<file path="src/rtl/acc8_pkg.sv">
`default_nettype none
// ---------------------------------------------------------------------------
// Module   : acc8_pkg
// Purpose  : Shared op codes, FSM state encoding and default width for the
//            acc8 accumulator stage.
// Revision : 1.0 - initial release
// ---------------------------------------------------------------------------
package acc8_pkg;

  localparam int WIDTH_DEF = 8;

  // Operation codes carried on in_op
  localparam logic [1:0] OP_LOAD = 2'b00;
  localparam logic [1:0] OP_ADD  = 2'b01;
  localparam logic [1:0] OP_ADC  = 2'b10;
  localparam logic [1:0] OP_CLR  = 2'b11;

  // Control FSM states
  typedef enum logic [1:0] {
    S_IDLE = 2'd0,
    S_WAIT = 2'd1,
    S_DONE = 2'd2
  } state_t;

endpackage
`default_nettype wire

</file>
<file path="src/rtl/add8.sv">
`default_nettype none
// ---------------------------------------------------------------------------
// Module   : add8
// Purpose  : Ripple-carry adder. X = A + B + C, R = carry out of the MSB.
// Revision : 1.0 - initial release
// ---------------------------------------------------------------------------
module add8 #(
  parameter int WIDTH = 8
) (
  input  logic [WIDTH-1:0] A,
  input  logic [WIDTH-1:0] B,
  input  logic             C,
  output logic [WIDTH-1:0] X,
  output logic             R
);

  logic [WIDTH:0] w_c;

  assign w_c[0] = C;

  // One full-adder cell per bit; the carry ripples from bit 0 upwards
  generate
    for (genvar i = 0; i < WIDTH; i++) begin : g_bit
      assign X[i]     = A[i] ^ B[i] ^ w_c[i];
      assign w_c[i+1] = (A[i] & B[i]) | (A[i] & w_c[i]) | (B[i] & w_c[i]);
    end
  endgenerate

  assign R = w_c[WIDTH];

endmodule
`default_nettype wire

</file>
<file path="src/rtl/acc8_unit.sv">
`default_nettype none
// ---------------------------------------------------------------------------
// Module   : acc8_unit
// Purpose  : Accumulator stage around a ripple adder. Operands arrive over a
//            valid/ready handshake; ADD/ADC hold the adder inputs stable for
//            SETTLE cycles before capturing sum and carry.
// Revision : 1.0 - initial release
// ---------------------------------------------------------------------------
module acc8_unit
  import acc8_pkg::*;
#(
  parameter int WIDTH  = WIDTH_DEF,
  parameter int SETTLE = 2          // legal range 1..15
) (
  input  logic             clk,
  input  logic             rst_n,
  input  logic             in_valid,
  output logic             in_ready,
  input  logic [1:0]       in_op,
  input  logic [WIDTH-1:0] in_data,
  output logic [WIDTH-1:0] acc,
  output logic             carry,
  output logic             zero,
  output logic             out_valid
);

  localparam logic [3:0] C_SETTLE_M1 = 4'(SETTLE - 1);

  state_t           r_state;
  state_t           w_state_nx;
  logic [3:0]       r_cnt;
  logic [3:0]       w_cnt_nx;
  logic [WIDTH-1:0] r_b;
  logic [WIDTH-1:0] w_b_nx;
  logic [1:0]       r_op;
  logic [1:0]       w_op_nx;
  logic [WIDTH-1:0] r_acc;
  logic [WIDTH-1:0] w_acc_nx;
  logic             r_carry;
  logic             w_carry_nx;
  logic             r_zero;

  logic             w_cin;
  logic [WIDTH-1:0] w_sum;
  logic             w_cout;
  logic             w_xfer;

  // Adder is driven purely from registers so its inputs stay still while it settles
  assign w_cin = (r_op == OP_ADC) ? r_carry : 1'b0;

  add8 #(.WIDTH(WIDTH)) u_add (
    .A (r_acc),
    .B (r_b),
    .C (w_cin),
    .X (w_sum),
    .R (w_cout)
  );

  // Ready is suppressed while reset is asserted, even before the first edge
  assign in_ready  = rst_n && (r_state == S_IDLE);
  assign w_xfer    = in_valid && in_ready;
  assign out_valid = (r_state == S_DONE);
  assign acc       = r_acc;
  assign carry     = r_carry;
  assign zero      = r_zero;

  // Next-state and datapath update selection
  always_comb begin
    w_state_nx = r_state;
    w_cnt_nx   = r_cnt;
    w_b_nx     = r_b;
    w_op_nx    = r_op;
    w_acc_nx   = r_acc;
    w_carry_nx = r_carry;
    case (r_state)
      S_IDLE: begin
        if (w_xfer) begin
          case (in_op)
            OP_LOAD: begin
              w_acc_nx   = in_data;
              w_carry_nx = 1'b0;
              w_state_nx = S_DONE;
            end
            OP_CLR: begin
              w_acc_nx   = '0;
              w_carry_nx = 1'b0;
              w_state_nx = S_DONE;
            end
            default: begin
              w_b_nx     = in_data;
              w_op_nx    = in_op;
              w_cnt_nx   = C_SETTLE_M1;
              w_state_nx = S_WAIT;
            end
          endcase
        end
      end
      S_WAIT: begin
        if (r_cnt != 4'd0) begin
          w_cnt_nx = r_cnt - 4'd1;
        end else begin
          w_acc_nx   = w_sum;
          w_carry_nx = w_cout;
          w_state_nx = S_DONE;
        end
      end
      S_DONE: begin
        w_state_nx = S_IDLE;
      end
      default: begin
        w_state_nx = S_IDLE;
      end
    endcase
  end

  // State and datapath registers; zero tracks the value being written to acc
  always_ff @(posedge clk) begin
    if (!rst_n) begin
      r_state <= S_IDLE;
      r_cnt   <= 4'd0;
      r_b     <= '0;
      r_op    <= OP_LOAD;
      r_acc   <= '0;
      r_carry <= 1'b0;
      r_zero  <= 1'b1;
    end else begin
      r_state <= w_state_nx;
      r_cnt   <= w_cnt_nx;
      r_b     <= w_b_nx;
      r_op    <= w_op_nx;
      r_acc   <= w_acc_nx;
      r_carry <= w_carry_nx;
      r_zero  <= (w_acc_nx == '0);
    end
  end

endmodule
`default_nettype wire

</file>
<file path="config.mk">
export PLATFORM = sky130hd
export DESIGN_NAME = acc8_unit
export DESIGN_NICKNAME = d
export VERILOG_FILES = /design/src/rtl/acc8_pkg.sv /design/src/rtl/add8.sv /design/src/rtl/acc8_unit.sv
export SDC_FILE = /design/constraint.sdc
export NUM_CORES = 1
export LEC_CHECK = 0
export CAP_MARGIN = 10
export CELL_PAD_IN_SITES_DETAIL_PLACEMENT = 0
export CELL_PAD_IN_SITES_GLOBAL_PLACEMENT = 1
export CORE_UTILIZATION = 39
export CTS_CLUSTER_DIAMETER = 150
export DETAILED_ROUTE_END_ITERATION = 10
export PLACE_DENSITY_LB_ADDON = 0.1
export SYNTH_ARGS = -nofsm -noshare
export SYNTH_HDL_FRONTEND = slang
export SYNTH_SLANG_ARGS = --single-unit
</file>
<file path="constraint.sdc">
create_clock -name clk -period 5.9 [get_ports clk]
set_input_delay 1.18 -clock clk [delete_from_list [all_inputs] [get_ports clk]]
set_output_delay 1.18 -clock clk [all_outputs]
set_load 0.1 [all_outputs]
</file>
==> metrics.md, run 1 <==
| Metric | Value |
|---|---|
| Max-cap violations | `0` |
| Final Util | `approximately 51%` |
| Post-route antenna net violation count | `0` |
| Leakage | `0.626 nW` |
| Number of enable flip-flop cells after synthesis | `0` |
| GRT overflow | `0` |
| Setup violators final | `0` |
| Drc violations | `0` |
| Final-report max-slew violation count | `0` |
| Critical Path AT | `around 4.7 ns` |
| DR vias/cell | `5.38` |
| Cts repair resizes | `0` |
| Clock-pin slew of the registers on the worst-case setup and hold paths | `0.08 ns` |
| WL per Instance | `15.0 µm` |
| Ratio of cells with drive above 1 in the final layout | `between 4 and 5%` |
| Number of buffers created by CTS | `3` |
| Peak supply drop | `0.131 mV` |
| Worst r2r path cells | `13` |
| Worst clock skew | `~0.0023 ns` |
| Crit start category | `register` |
| Hold Path Class | `reg2reg` |
| Pwr/cell area | `between 200 and 250 nW/µm²` |
| Area leader, netlist | `dfxtp_1` |
| Crit Path Max Fanout | `2` |
| FP Rows | `21` |
| Synth area leaders | `dfxtp_1 (35%), fa_1 (11%), a21oi_1 (6.1%), nor2_1 (6.1%), inv_1 (5.6%)` |
| Setup TNS | `0 ns` |
| Via count | `1,247` |
| Syn-to-layout area delta | `20.4%` |
| IO Pins | `25` |
| Clk Latency, worst-skew pair | `0.27 ns` |
| Fin. Hold Viols | `0` |
| Number of antenna violations at the first check in global routing | `0` |
| Sink Count | `26` |
| Detailed Routing Iterations Pass 1 | `4` |
| Post-synth cell types | `38` |
| Synth warn | `0` |
| First-pass GRT wire length | `6000 µm` |
| Fmax | `220 MHz` |
| Largest net degree at the start of global routing | `21` |
| Ant. Diodes | `0` |
| Count leader, synth | `dfxtp_1` |
| Vias in the first global route | `1,281` |
| Least-Margin Pin Slew | `~1 ns` |
| NumNets Final | `~210` |
| Setup CP Type | `reg2reg` |
| Total track usage | `19.0%` |
| CP required | `6.07 ns` |
| PortBufs | `24` |
| Final Critical Period | `4.55 ns` |
| Share of the synthesized area in the top cell type | `35.3%` |
| Post-route clock period utilization | `77.1%` |
| Main synth FF type | `dfxtp_1` |
| Status | `finished, final reports clean` |
| Die Y | `around 64 µm` |
| Yosys reg bits | `26` |
| Synth Instances | `166` |
| Mapped Nets | `190` |
| Routed wire length | `between 3000 and 4000 µm` |
| Netlist Area Pre-Place | `1480 µm²` |
| Most frequent cells after synthesis | `dfxtp_1 (26), nor2_1 (24), inv_1 (22)` |
| Hpwl dp | `2640 µm` |
| 1st-iter DRT viols | `72` |
| Root Buffer | `clkbuf_8` |
| Mean post-synth cell area | `8.89 µm²` |
| Register area share after synthesis | `35.3%` |
| CP Capture Type | `register` |
| Core box area | `roughly 3500 µm²` |
| Hold path depth | `2` |
| GP Congestion | `0.802` |
| Die X | `roughly 64 µm` |
| Postcts setup bufs | `0` |
| Die ar. | `4030 µm²` |
| H-tree depth | `1` |
| Longest Clk Path Bufs | `2` |
| Hold_buf cts | `0` |
| Starting Density | `between 40% and 50%` |
| RSZ-0062 raised after global routing | `false` |
| Asr flop ratio synth | `0%` |
| TritonCTS clock tree | `done` |
| Relative slew margins | `roughly a third` |
## through the flow
stage	worst slack, ns	power, mW	area, µm²	cells	hold WS [ns]
2_1_floorplan	0.885	0.284	1480	166	0.451
3_3_place_gp	1.50	0.316	1740	229	0.467
3_5_place_dp	1.39	0.317	1740	229	0.481
4_1_cts	1.35	0.416	1780	232	0.502
5_1_grt	1.18	0.435	1780	232	0.534
6_report	1.35	0.411	1780	232	0.497
## where the power goes
| group | switching, mW | internal, mW | leakage (nW) |
|---|---|---|---|
| sequential | 0.00684 | 0.185 | 0.211 |
| clock | 0.0518 | 0.0457 | 0.0216 |
| combinational | 0.0796 | 0.0419 | 0.393 |
## cells by family (layout without fill, tap and decap cells)
kind of cell	Yosys count	in the layout	share of synthesized area, %
buffers and inverters	30	50	8.48
AOI/OAI and AO/OA	37	37	17.4
adders and majority gates	11	11	13.4
DFF	26	26	35.3
and+or+nand+nor	57	57	22.0
muxes	5	5	3.48
## cells in the final DEF, fill, tap and decap left out, types with 3 or more instances in the layout
cell type and instances:
a21oi_1 18, and2_1 4, a211oi_1 3, clkbuf_8 3, mux2i_1 4, or3_1 3
nor3_1 7, clkdlybuf4s50_1 23, fa_1 8, nor2_1 24, ha_1 3, dfxtp_1 26
a221oi_1 7, inv_1 22
## sequential cells by signal, summed over array words and instances, names as in the netlist
name,flops
zero,1
r_op,2
carry,1
r_cnt,4
r_b,8
r_state,2
acc,8
## area by class of cell
cell class              count  area [µm²]
well taps                  46        57.6
multi-input cells         110         830
flip-flops and latches     26         520
clock buffers               3        41.3
fillers                   349        1690
inverters                  22        82.6
repair buffers             25         245
## critical path: stages, from the launching register on
cell and delay, ns:
dfxtp_1 0.31, nand3b_1 0.17, fa_1 0.43, fa_1 0.40, fa_1 0.39, fa_1 0.39
fa_1 0.39, fa_1 0.39, fa_1 0.39, fa_1 0.49, nand3b_1 0.08, mux2i_1 0.17
a221oi_1 0.08, o41ai_1 0.36
## per-layer routing
layer | share of wire [%] | vias up | track usage, %
met5 | 0 | - | 0
met4 | 0.72 | 0 | 4.55
met3 | 5.7 | 4 | 3.62
met2 | 48 | 43 | 31.0
met1 | 46 | 586 | 25.5
li1 | - | 614 | -
## path summary, 6_finish.rpt
path	start	to	slack [ns]
max reg2reg	r_op[0]$_SDFFE_PN0P_	zero$_SDFF_PN1_	1.35
min	r_op[0]$_SDFFE_PN0P_	r_op[0]$_SDFFE_PN0P_	0.50
max	r_op[0]$_SDFFE_PN0P_	zero$_SDFF_PN1_	1.35
min reg2reg	r_op[0]$_SDFFE_PN0P_	r_op[0]$_SDFFE_PN0P_	0.50
No activity file was read; power rests on OpenSTA's default activity.
==> inputs of run 2 (changes only) <==
--- a/config.mk
+++ b/config.mk
@@ -8,7 +8,7 @@
 export CAP_MARGIN = 10
 export CELL_PAD_IN_SITES_DETAIL_PLACEMENT = 0
 export CELL_PAD_IN_SITES_GLOBAL_PLACEMENT = 1
-export CORE_UTILIZATION = 39
+export CORE_UTILIZATION = 35
 export CTS_CLUSTER_DIAMETER = 150
 export DETAILED_ROUTE_END_ITERATION = 10
 export PLACE_DENSITY_LB_ADDON = 0.1
==> constraint.sdc (replaced) <==
create_clock -name clk -period 3.9 [get_ports clk]
set_input_delay 0.78 -clock clk [delete_from_list [all_inputs] [get_ports clk]]
set_output_delay 0.78 -clock clk [all_outputs]
set_load 0.1 [all_outputs]
==> run 2 against run 1 <==
Against the previous run: the flow now finishes with violations (setup timing); die area increased by 11%; non-clock buffer count increased by 3; total power increased by 56%; count of clock-buffer cells in the layout increased by 1; global-route usage about the same; maximum frequency increased by 9.1%; clock power increased by 60%; core utilization decreased by 5.0 points; sequential power increased by 51%; sequential cell count unchanged; worst setup slack got worse by 1.6 ns; cell count increased by 3.4%.
==> metrics.md, run 2 (same netlist as run 1, synthesis figures left out) <==
| Metric | Value |
|---|---|
| Clock-pin slew of the registers on the worst-case setup and hold paths | `0.09 ns` |
| Die ar. | `4480 µm²` |
| Peak supply drop | `0.134 mV` |
| RSZ-0062 raised after global routing | `true` |
| NumNets Final | `215` |
| WP buf/inv | `0` |
| FP Rows | `23` |
| 1st-iter DRT viols | `83` |
| Longest Clk Path Bufs | `2` |
| Least-Margin Pin Slew | `0.975 ns` |
| Total Power | `0.640 mW` |
| GP Congestion | `0.815` |
| Root Buffer | `clkbuf_8` |
| Fin. Hold Viols | `0` |
| Critical Path AT | `4.35 ns` |
| Number of antenna violations at the first check in global routing | `0` |
| Pwr/cell area | `344 nW/µm²` |
| Sink Count | `26` |
| Clk Latency, worst-skew pair | `0.27 ns` |
| Die Y | `66.9 µm` |
| Setup WS post-layout | `-0.267 ns` |
| Setup TNS | `-0.413 ns` |
| Post-route clock period utilization | `107%` |
| Setup violators final | `2` |
| Fill cell count | `approximately 430` |
| Leakage | `0.661 nW` |
| Most frequent cells in the layout | `nor2_1 (24), dfxtp_1 (23), clkdlybuf4s50_1 (23), inv_1 (21), a21oi_1 (18)` |
| Hpwl dp | `2770 µm` |
| DR vias/cell | `5.27` |
| Final-report max-slew violation count | `0` |
| Vias in the first global route | `1,274` |
| Worst clock skew | `0.00542 ns` |
| Relative slew margins | `34.8%` |
| Largest net degree at the start of global routing | `21` |
| Violated checks | `setup timing` |
| Leading cell type in the layout, fill and taps excluded | `nor2_1` |
| CP delay by family, top | `adder cells` |
| H-tree depth | `1` |
| Final Critical Period | `between 4 and 5 ns` |
| CP max stage cell | `fa_1` |
| Detailed Routing Iterations Pass 1 | `4` |
| WL per Instance | `15.5 µm` |
| Core box area | `4030 µm²` |
| Die X | `66.9 µm` |
| CP Capture Type | `register` |
| Via count | `1,264` |
| Post-route antenna net violation count | `0` |
| Setup CP Type | `reg2reg` |
| Worst r2r path cells | `13` |
| TritonCTS clock tree | `done` |
| Drc violations | `0` |
| Routed wire length | `3730 µm` |
| Crit Path Max Fanout | `2` |
| Fmax | `240 MHz` |
| Ant. Diodes | `0` |
| Syn-to-layout area delta | `26.1%` |
| Starting Density | `36.6%` |
| Crit start category | `register` |
| CP peak stage delay | `between 0.4 and 0.5 ns` |
| Status | `complete, but fails checks` |
| First-pass GRT wire length | `slightly above 6000 µm` |
| Hold_buf cts | `0` |
| WP depth | `13` |
| CP required | `4.08 ns` |
| Top cell by count, worst path | `fa_2` |
| Ratio of cells with drive above 1 in the final layout | `13.2%` |
| Total track usage | `19.0%` |
| Hold path depth | `2` |
| Cell Chain, Critical Path | `nand3b_1, fa_2, fa_2, fa_2, fa_2, fa_2, fa_2, fa_2, fa_1, nand3b_1, mux2i_1, a221oi_2, o41ai_2` |
| GRT overflow | `0` |
| PortBufs | `24` |
| IO Pins | `25` |
| Number of buffers created by CTS | `3` |
| Max-cap violations | `0` |
| Hold Path Class | `reg2reg` |
[run 2: cell types whose count changed in the layout (fill, tap and decap cells not counted), moves of 2 or more]
cell / change
dfxtp_4: +2
buf_4: +2
fa_2: +7
dfxtp_1: -3
fa_1: -7
[run 2: final cells by class]
type,count,area [µm²],area share (%)
multi-input cells,110,861,46.3
flip-flops and latches,26,529,28.4
repair buffers,28,280,15.1
inverters,22,82.6,4.44
well taps,50,62.6,3.36
clock buffers,4,45.0,2.42
[run 2: path summary, 6_finish.rpt]
path / from / end / slack, ns
max reg2reg: r_op[0]$_SDFFE_PN0P_ / zero$_SDFF_PN1_ / -0.27
max: r_op[0]$_SDFFE_PN0P_ / zero$_SDFF_PN1_ / -0.27
min reg2reg: r_op[0]$_SDFFE_PN0P_ / r_op[0]$_SDFFE_PN0P_ / 0.51
min: r_op[0]$_SDFFE_PN0P_ / r_op[0]$_SDFFE_PN0P_ / 0.51
[run 2: metrics by stage]
stage	setup WS, ns	cell area [µm²]	hold slack, ns	std cells	utilization (%)
3_3_place_gp	-0.156	1800	0.468	236	44.7
6_report	-0.267	1860	0.515	240	46.2
4_1_cts	-0.253	1850	0.518	240	45.8
2_1_floorplan	-0.273	1500	0.451	166	-
3_5_place_dp	-0.239	1800	0.495	236	44.7
5_1_grt	-0.400	1860	0.545	240	46.2
[run 2: report_power, final]
group | total, mW | internal, mW | switching (mW)
Sequential | 0.290 | 0.279 | 0.0105
Combinational | 0.194 | 0.0702 | 0.124
Clock | 0.156 | 0.0731 | 0.0830
[run 2: repair_timing]
item                                    4_1_cts  5_1_grt
endpoints found under the setup margin        2        2
gates resized for setup                       0        2
buffers inserted                              0        0
[run 2: routing by layer]
layer / vias up / part of all wire (%) / GRT usage, % / wire length, µm
met5: - / 0 / 0 / 0
met4: 0 / 0.72 / 6.38 / 27
met3: 2 / 4.1 / 3.08 / 154
met2: 28 / 48 / 32.4 / 1790
met1: 612 / 47 / 23.9 / 1760
li1: 622 / - / - / -
[run 2: tightest hold or removal path: stages, from the launching register on]
cell	delay (ns)
dfxtp_1	0.33
mux2i_1	0.06
nor2_1	0.08
==> inputs of run 3 (changes only) <==
--- a/config.mk
+++ b/config.mk
@@ -8,6 +8,7 @@
 export CAP_MARGIN = 10
 export CELL_PAD_IN_SITES_DETAIL_PLACEMENT = 0
 export CELL_PAD_IN_SITES_GLOBAL_PLACEMENT = 1
+export CORE_MARGIN = 2
 export CORE_UTILIZATION = 35
 export CTS_CLUSTER_DIAMETER = 150
 export DETAILED_ROUTE_END_ITERATION = 10
==> run 3 against run 2 <==
Against the previous run: the flow still finishes with violations (setup timing); count of clock-buffer cells in the layout did not move; cell count is the same; non-clock buffer count did not move; core utilization shrank 0.16 points; critical path type unchanged; register-to-register slack got worse by 0.07 ns; largest power group unchanged.
==> metrics.md, run 3 (same netlist as run 1, synthesis figures left out) <==
| Metric | Value |
|---|---|
| Leakage | `around 0.66 nW` |
| Hold_buf cts | `0` |
| Pwr/cell area | `347 nW/µm²` |
| Max-cap violations | `0` |
| Starting Density | `36.6%` |
| Hpwl dp | `approximately 2700 µm` |
| NumNets Final | `215` |
| Hold Path Class | `reg2reg` |
| DP Worst Slack | `-0.269 ns` |
| WHS | `0.498 ns` |
| Final-report max-slew violation count | `0` |
| Vias in the first global route | `1,317` |
| H-tree depth | `1` |
| Area after DPL | `1800 µm²` |
| WP buf/inv | `0` |
| RSZ-0062 raised after global routing | `true` |
| Violated checks | `setup timing` |
| Status | `complete, but fails checks` |
| Critical Path AT | `around 4.4 ns` |
| First-pass GRT wire length | `6240 µm` |
| Root Buffer | `clkbuf_8` |
| Die X | `68.9 µm` |
| Least-Margin Pin Slew | `0.979 ns` |
| Number of buffers created by CTS | `3` |
| Postcts setup bufs | `0` |
| Sink Count | `26` |
| Cell Chain, Critical Path | `nand3b_1, fa_2, fa_2, fa_2, fa_2, fa_2, fa_2, fa_2, fa_1, nand3b_1, mux2i_1, a221oi_2, o41ai_1` |
| GP Congestion | `0.802` |
| Largest net degree at the start of global routing | `21` |
| Relative slew margins | `34.5%` |
| Crit start category | `register` |
| Final Critical Period | `4.23 ns` |
| Clock-pin slew of the registers on the worst-case setup and hold paths | `0.10 ns` |
| M1 GR Usage | `24.5%` |
| Detailed Routing Iterations Pass 1 | `5` |
| Worst clock skew | `0.00887 ns` |
| IO Pins | `25` |
| FP Rows | `23` |
| Post-route clock period utilization | `109%` |
| PortBufs | `24` |
| Total track usage | `17.9%` |
| Top cell by count, worst path | `fa_2` |
| Clk Latency, worst-skew pair | `around 0.28 ns` |
| Non-Filler Cell Area, Final | `around 1900 µm²` |
| Post-route antenna net violation count | `0` |
| Peak supply drop | `0.175 mV` |
| GR peak layer | `met2` |
| Number of antenna violations at the first check in global routing | `0` |
| Core box area | `approximately 4000 µm²` |
| Via count | `roughly 1,300` |
| CP max stage cell | `fa_1` |
| CP required | `around 4 ns` |
| Longest Clk Path Bufs | `2` |
| Die Y | `68.9 µm` |
| Non-Filler Instances | `240` |
| TritonCTS clock tree | `done` |
| CP Capture Type | `register` |
| Post-placement cell count | `236` |
| 1st-iter DRT viols | `47` |
| WL per Instance | `15.6 µm` |
| Die ar. | `4750 µm²` |
| Crit Path Max Fanout | `2` |
| Setup violators final | `2` |
| Fmax | `236 MHz` |
| GRT overflow | `0` |
| DR vias/cell | `5.36` |
| Total Power | `0.644 mW` |
| Leading cell type in the layout, fill and taps excluded | `nor2_1` |
| CP delay by family, top | `adder cells` |
| Drc violations | `0` |
| Ant. Diodes | `0` |
| Fin. Hold Viols | `0` |
| Setup CP Type | `reg2reg` |
| Syn-to-layout area delta | `25.7%` |
| M3 GR Usage | `2.92%` |
| Most frequent cells in the layout | `nor2_1 (24), clkdlybuf4s50_1 (23), dfxtp_1 (22), inv_1 (21), a21oi_1 (18)` |
| CP peak stage delay | `between 0.4 and 0.5 ns` |
| Setup WS post-layout | `-0.335 ns` |
| Routed wire length | `3740 µm` |
| Ratio of cells with drive above 1 in the final layout | `13.2%` |
| GR Util met2 | `28.6%` |
==> run 3: cell count changes in the layout (fill, tap and decap cells not counted) <==
cell / delta
dfxtp_2: +1
o41ai_2: -1
dfxtp_1: -1
o41ai_1: +1
==> run 3: layer usage <==
metal / vias to the layer above / share of wire, %
li1: 617 / -
met4: 0 / 1.0
met3: 4 / 4.4
met2: 33 / 47
met5: - / 0
met1: 633 / 48
==> run 3: worst min-delay path: stages, from the launching register on <==
cell	delay [ns]
dfxtp_2	0.33
mux2i_1	0.06
nor2_1	0.08
==> run 3: report_power, final <==
| group | leakage (nW) | total [mW] | internal, mW | switching (mW) |
|---|---|---|---|---|
| logic | 0.421 | 0.192 | 0.0693 | 0.123 |
| registers | 0.214 | 0.290 | 0.279 | 0.0104 |
| clock network | 0.0228 | 0.162 | 0.0733 | 0.0884 |
| total | 0.657 | 0.644 | 0.422 | 0.222 |
==> run 3: per-stage QoR <==
step | setup TNS, ns | util (%)
detailed placement | -0.402 | 44.7
global placement | -0.189 | 44.7
global route | -0.831 | 46.0
CTS | -0.430 | 45.8
finish | -0.499 | 46.0
floorplan | -0.425 | -
==> run 3: timing repair <==
item / 4_1_cts / 5_1_grt
endpoints found under the setup margin: 2 / 2
gates resized for setup: 0 / 2
pin swaps: 0 / 1
==> run 3: worst paths after layout <==
check	from	to	slack [ns]	depth (start not counted)
setup reg to reg	r_op[0]$_SDFFE_PN0P_	zero$_SDFF_PN1_	-0.33	13
hold / removal	r_op[0]$_SDFFE_PN0P_	r_op[0]$_SDFFE_PN0P_	0.50	2
hold reg to reg	r_op[0]$_SDFFE_PN0P_	r_op[0]$_SDFFE_PN0P_	0.50	2
setup / recovery	r_op[0]$_SDFFE_PN0P_	zero$_SDFF_PN1_	-0.33	13
==> run 3: area by class of cell <==
cell class / count / area [µm²]
Tap cell: 50 / 62.6
Timing Repair Buffer: 28 / 280
Multi-Input combinational cell: 110 / 853
Fill cell: 425 / 2170
Clock buffer: 4 / 45.0
Sequential cell: 26 / 531
Inverter: 22 / 82.6
